--- config.mk ---
export PLATFORM = sky130hd
export DESIGN_NAME = icache_mem_latency_guard
export DESIGN_NICKNAME = d
export VERILOG_FILES = /design/src/rtl/icache_mem_latency_guard_pkg.sv /design/src/rtl/icache_mem_timeout_timer.sv /design/src/rtl/icache_mem_latency_guard.sv
export SDC_FILE = /design/constraint.sdc
export NUM_CORES = 1
export LEC_CHECK = 0
export BUFFER_PORTS_ARGS = -buffer_cell sky130_fd_sc_hd__buf_2
export CAP_MARGIN = 25
export CORE_MARGIN = 2
export CORE_UTILIZATION = 34
export CTS_CLUSTER_SIZE = 24
export DETAILED_ROUTE_END_ITERATION = 6
export PLACE_DENSITY = 0.77
export SYNTH_ARGS = -nofsm -noshare
export SYNTH_HDL_FRONTEND = slang
export SYNTH_SLANG_ARGS = --single-unit
export TNS_END_PERCENT = 5
--- constraint.sdc ---
create_clock -name clk_i -period 3.5 [get_ports clk_i]
set_input_delay 0.175 -clock clk_i [delete_from_list [all_inputs] [get_ports clk_i]]
set_output_delay 0.175 -clock clk_i [all_outputs]
set_load 0.05 [all_outputs]
--- src/rtl/icache_mem_latency_guard_pkg.sv ---
// Shared types and constants for the icache memory-latency guard.
// The response struct is sized for the widest supported data bus; users slice it down to DataW.
package icache_mem_latency_guard_pkg;

    localparam int unsigned CNT_W      = 3;
    localparam int unsigned MAX_DATA_W = 64;

    typedef struct packed {
        logic [MAX_DATA_W-1:0] rdata;
        logic                  err;
    } resp_t;

    localparam logic [MAX_DATA_W-1:0] SYNTH_ERR_DATA = 64'h0;

    function automatic int unsigned age_width(input int unsigned timeout_cycles);
        return $clog2(timeout_cycles + 1);
    endfunction

endpackage

--- src/rtl/icache_mem_timeout_timer.sv ---
// Age counter for the oldest live fetch: clears, counts while enabled,
// saturates at TimeoutCycles and flags expiry.
module icache_mem_timeout_timer
    import icache_mem_latency_guard_pkg::*;
#(
    parameter int unsigned TimeoutCycles = 16
) (
    input  logic clk_i,
    input  logic rst_ni,
    input  logic i_clr,
    input  logic i_en,
    output logic o_expired
);

    localparam int unsigned      AgeW   = age_width(TimeoutCycles);
    localparam logic [AgeW-1:0]  AgeMax = AgeW'(TimeoutCycles);

    logic [AgeW-1:0] r_age;

    // Age register; clear has priority over counting, count saturates at AgeMax
    always_ff @(posedge clk_i or negedge rst_ni) begin
        if (!rst_ni) begin
            r_age <= {AgeW{1'b0}};
        end else if (i_clr) begin
            r_age <= {AgeW{1'b0}};
        end else if (i_en && (r_age != AgeMax)) begin
            r_age <= r_age + AgeW'(1);
        end else begin
            r_age <= r_age;
        end
    end

    assign o_expired = (r_age == AgeMax);

endmodule

--- src/rtl/icache_mem_latency_guard.sv ---
// Bounds outstanding fetches and response latency between the icache and memory,
// synthesizing an error response on timeout and discarding the late real response.
module icache_mem_latency_guard
    import icache_mem_latency_guard_pkg::*;
#(
    parameter int unsigned MaxOutstanding = 2,
    parameter int unsigned TimeoutCycles  = 16,
    parameter int unsigned AddrW          = 32,
    parameter int unsigned DataW          = 32
) (
    input  logic             clk_i,
    input  logic             rst_ni,
    input  logic             host_req_i,
    output logic             host_gnt_o,
    input  logic [AddrW-1:0] host_addr_i,
    output logic             host_rvalid_o,
    output logic [DataW-1:0] host_rdata_o,
    output logic             host_err_o,
    output logic             dev_req_o,
    input  logic             dev_gnt_i,
    output logic [AddrW-1:0] dev_addr_o,
    input  logic             dev_rvalid_i,
    input  logic [DataW-1:0] dev_rdata_i,
    input  logic             dev_err_i,
    output logic [2:0]       outstanding_o,
    output logic             timeout_o,
    output logic             protocol_err_o
);

    localparam int unsigned SumW = CNT_W + 1;

    logic [CNT_W-1:0] r_live;
    logic [CNT_W-1:0] r_drop;
    logic             r_perr;

    logic  w_full, w_accept, w_fwd, w_swallow, w_stray, w_tmo, w_host_resp;
    logic  w_expired, w_age_clr, w_age_en;
    logic  w_unused_rdata;
    resp_t w_resp;

    // Timed-out fetches still hold a device slot until their late response drains
    assign w_full     = (({1'b0, r_live} + {1'b0, r_drop}) == SumW'(MaxOutstanding));
    assign dev_req_o  = host_req_i & ~w_full;
    assign dev_addr_o = host_addr_i;
    assign host_gnt_o = dev_req_o & dev_gnt_i;
    assign w_accept   = host_gnt_o;

    // In-order responses: the oldest device requests are the dropped ones
    assign w_swallow   = dev_rvalid_i && (r_drop != 3'd0);
    assign w_fwd       = dev_rvalid_i && (r_drop == 3'd0) && (r_live != 3'd0);
    assign w_stray     = dev_rvalid_i && (r_drop == 3'd0) && (r_live == 3'd0);
    assign w_tmo       = !dev_rvalid_i && (r_live != 3'd0) && w_expired;
    assign w_host_resp = w_fwd | w_tmo;

    // A fetch granted while idle is already one cycle old on the next edge
    assign w_age_clr = w_host_resp | ((r_live == 3'd0) & ~w_accept);
    assign w_age_en  = (r_live != 3'd0) | w_accept;

    icache_mem_timeout_timer #(
        .TimeoutCycles (TimeoutCycles)
    ) u_timer (
        .clk_i     (clk_i),
        .rst_ni    (rst_ni),
        .i_clr     (w_age_clr),
        .i_en      (w_age_en),
        .o_expired (w_expired)
    );

    // Host response mux: forwarded data, synthesized error, or all-zero idle
    always_comb begin
        w_resp = '{rdata: SYNTH_ERR_DATA, err: 1'b0};
        if (w_fwd) begin
            w_resp.rdata = MAX_DATA_W'(dev_rdata_i);
            w_resp.err   = dev_err_i;
        end else if (w_tmo) begin
            w_resp.rdata = SYNTH_ERR_DATA;
            w_resp.err   = 1'b1;
        end else begin
            w_resp.rdata = SYNTH_ERR_DATA;
            w_resp.err   = 1'b0;
        end
    end

    assign host_rvalid_o  = w_host_resp;
    assign host_rdata_o   = w_resp.rdata[DataW-1:0];
    assign host_err_o     = w_resp.err;
    assign timeout_o      = w_tmo;
    assign outstanding_o  = r_live;
    assign protocol_err_o = r_perr;
    assign w_unused_rdata = ^w_resp.rdata;

    // Live/drop counters and sticky protocol error
    always_ff @(posedge clk_i or negedge rst_ni) begin
        if (!rst_ni) begin
            r_live <= 3'd0;
            r_drop <= 3'd0;
            r_perr <= 1'b0;
        end else begin
            r_live <= r_live + CNT_W'(w_accept) - CNT_W'(w_host_resp);
            r_drop <= r_drop + CNT_W'(w_tmo) - CNT_W'(w_swallow);
            r_perr <= r_perr | w_stray;
        end
    end

endmodule

==> results.cfg <==
[critical_path]
rr_worst_depth = 11
worstSetupEndpointType = flop
critical_path_class = reg2reg
reg2reg_from = outstanding_o[0]
r2r_end = outstanding_o[2]
cp-start-kind = flop
crit_arrival_ps = 2810
crit_fanout = 4
r2r_slack_ps = 850
crit_required_ps = 3660

[clock_tree]
insertion_delay_ps = 240
root_buffer = clkbuf_8
cts_buffers = 3
cts-htree-levels = 1
cts_num_sinks = 12
post_cts_buffers = 0
ctsLongestPathBuffers = 2
cts.clk_slew.worst_paths_ps = 50
tritoncts = built
ctsResizeCount = 0

[synthesis]
ys_types = 27
synth_edf_count = 0
syn-num-nets = 223
synth_warnings = 0
synth-seq-cells = 12
ys_seq_area_frac = 0.238
yosys_most_used_dff = dfrtp_1
netlist_area_um2 = 1260
async_reset_ff_frac = 1.00
synth_cells = 141
synth.avg_cell_area_um2 = 8.94

[power_and_ir_drop]
p_per_area_nw_per_um2 = 808
p_leak_nw = 0.868
ir_drop_v = 0.000563

[global_route]
grt_pass1_vias = 1052
grt_util_all_layers = 0.143
grt_overflow = 0
grt_pass1_wl_um = 4570
grt_max_degree = 33
antenna_found_initial = 0

[cells_and_area]
final_common_cell = buf_2
final_layout_size_suffix_gt1_frac = 0.460
layout_common_cells = buf_2 (78), and2_1 (33), inv_1 (13), dfrtp_1 (12), ha_1 (9)
syn_to_final_growth_pct = 17.8
design_area_um2 = 1480
insertedDiodeCount = 0
final_util = 0.412
nets = 271

[placed_design]
place_area_um2 = 1430
globalplace.congestion = 0.806
dp_slack_ps = 851
portBuffers = 78
hpwl_um = 2470

[detailed_routing]
wire_per_inst_um = 12.6
ant_nets = 0
first_pass_iters = 4
drtIter0Drc = 12
routed_wl_um = 2970
via_count = 1058
viasPerCell = 4.50
route.detailed.drc = 0

[flow_run]
max-cap-violations = 0

[timing]
setup_viol = 0
period_needed_ps = 2650
fin_crit_sh = 0.758
layout_setup_ws_ps = 849
finalHoldViolCount = 0
rsz0062_at_grt = false
fmax_mhz = 377
drv_slew = 0
finClkSkew_ps = 0.342
max_slew_margin = 0.662
worst_pin_slew_ps = 505
finalSetupTns_ps = 0

[status]
status = finished clean

[min_path]
min_to = protocol_err_o
hold_depth = 2
hold_path_startpoint = dev_rvalid_i
hp-class = in2reg

[die]
die_width_um = 64.9
core.rowCount = 22
start_util = 0.349
io_pins = 143
die_h_um = 64.9
die-area_um2 = 4210
core-area_um2 = 3610
==> critical path, cell delays in order (launching register included) <==
cell and delay, ps:
dfrtp_1 420, ha_1 240, fa_1 480, inv_1 40
a2111o_1 350, o21a_1 190, and2_1 170, ha_1 170
inv_1 60, fa_1 170, xnor2_1 140, xnor2_1 140
==> layer usage <==
layer | vias up | track usage | share of wire
met5 | - | 0 | 0
met4 | 0 | 0.0798 | 0.023
met3 | 8 | 0.0538 | 0.12
met2 | 71 | 0.244 | 0.49
met1 | 476 | 0.151 | 0.37
li1 | 503 | - | -
==> stage by stage <==
step | total power, mW | std cells | hold WS [ps]
6_report | 1.20 | 235 | 223
5_1_grt | 1.31 | 235 | 224
4_1_cts | 1.22 | 235 | 217
3_5_place_dp | 1.08 | 231 | 73.7
3_3_place_gp | 1.06 | 231 | 70.5
2_1_floorplan | 1.01 | 141 | -121
==> how the worst max path moves through the flow <==
stage,from,to,slack (ps),cells after the start
floorplan,outstanding_o[0],outstanding_o[2],3,11
global placement,outstanding_o[0],outstanding_o[1],950,10
detailed placement,outstanding_o[0],outstanding_o[2],850,11
CTS,outstanding_o[0],outstanding_o[2],840,11
global route,u_timer.r_age[0],outstanding_o[2],640,12
finish,outstanding_o[0],outstanding_o[2],850,11
==> sequential cells by signal, indices dropped and copies added, names as in the netlist <==
signal,count
u_timer.r_age,5
r_drop,3
protocol_err_o,1
outstanding_o,3
==> Yosys cell counts (3+ instances only) <==
cell     instances  area share
a21oi_1          6       0.024
and2_1          33        0.16
buf_4           32        0.19
buf_6            3       0.027
dfrtp_1         12        0.24
fa_1             3       0.048
ha_1             9       0.089
inv_1           13       0.039
o21a_1           3       0.018
xnor2_1          5       0.035
xor2_1           3       0.021
==> repair_timing <==
item	4_1_cts	5_1_grt
endpoints found under the hold margin	12	0
setup endpoints to repair	0	0
hold buffers	1	0
==> where the power goes <==
group | switching (mW) | internal, mW | total [mW]
registers | 0.0897 | 0.211 | 0.301
logic | 0.511 | 0.264 | 0.775
clock network | 0.0480 | 0.0756 | 0.124
total | 0.649 | 0.550 | 1.20
==> final cells by class <==
type | count | area, µm²
Fill cell | 369 | 2120
Multi-Input combinational cell | 80 | 633
Timing Repair Buffer | 79 | 400
Sequential cell | 12 | 300
Tap cell | 48 | 60.1
Inverter | 13 | 48.8
Clock buffer | 3 | 41.3
==> cell families after synthesis <==
family | count (synthesis) | share of synthesized area
AOI/OAI and AO/OA | 13 | 0.0695
buffers and inverters | 49 | 0.259
and+or+nand+nor | 47 | 0.240
adders and majority gates | 12 | 0.137
xor gates and xnor gates | 8 | 0.0556
DFF | 12 | 0.238
Power figures use the tool's default switching activity.
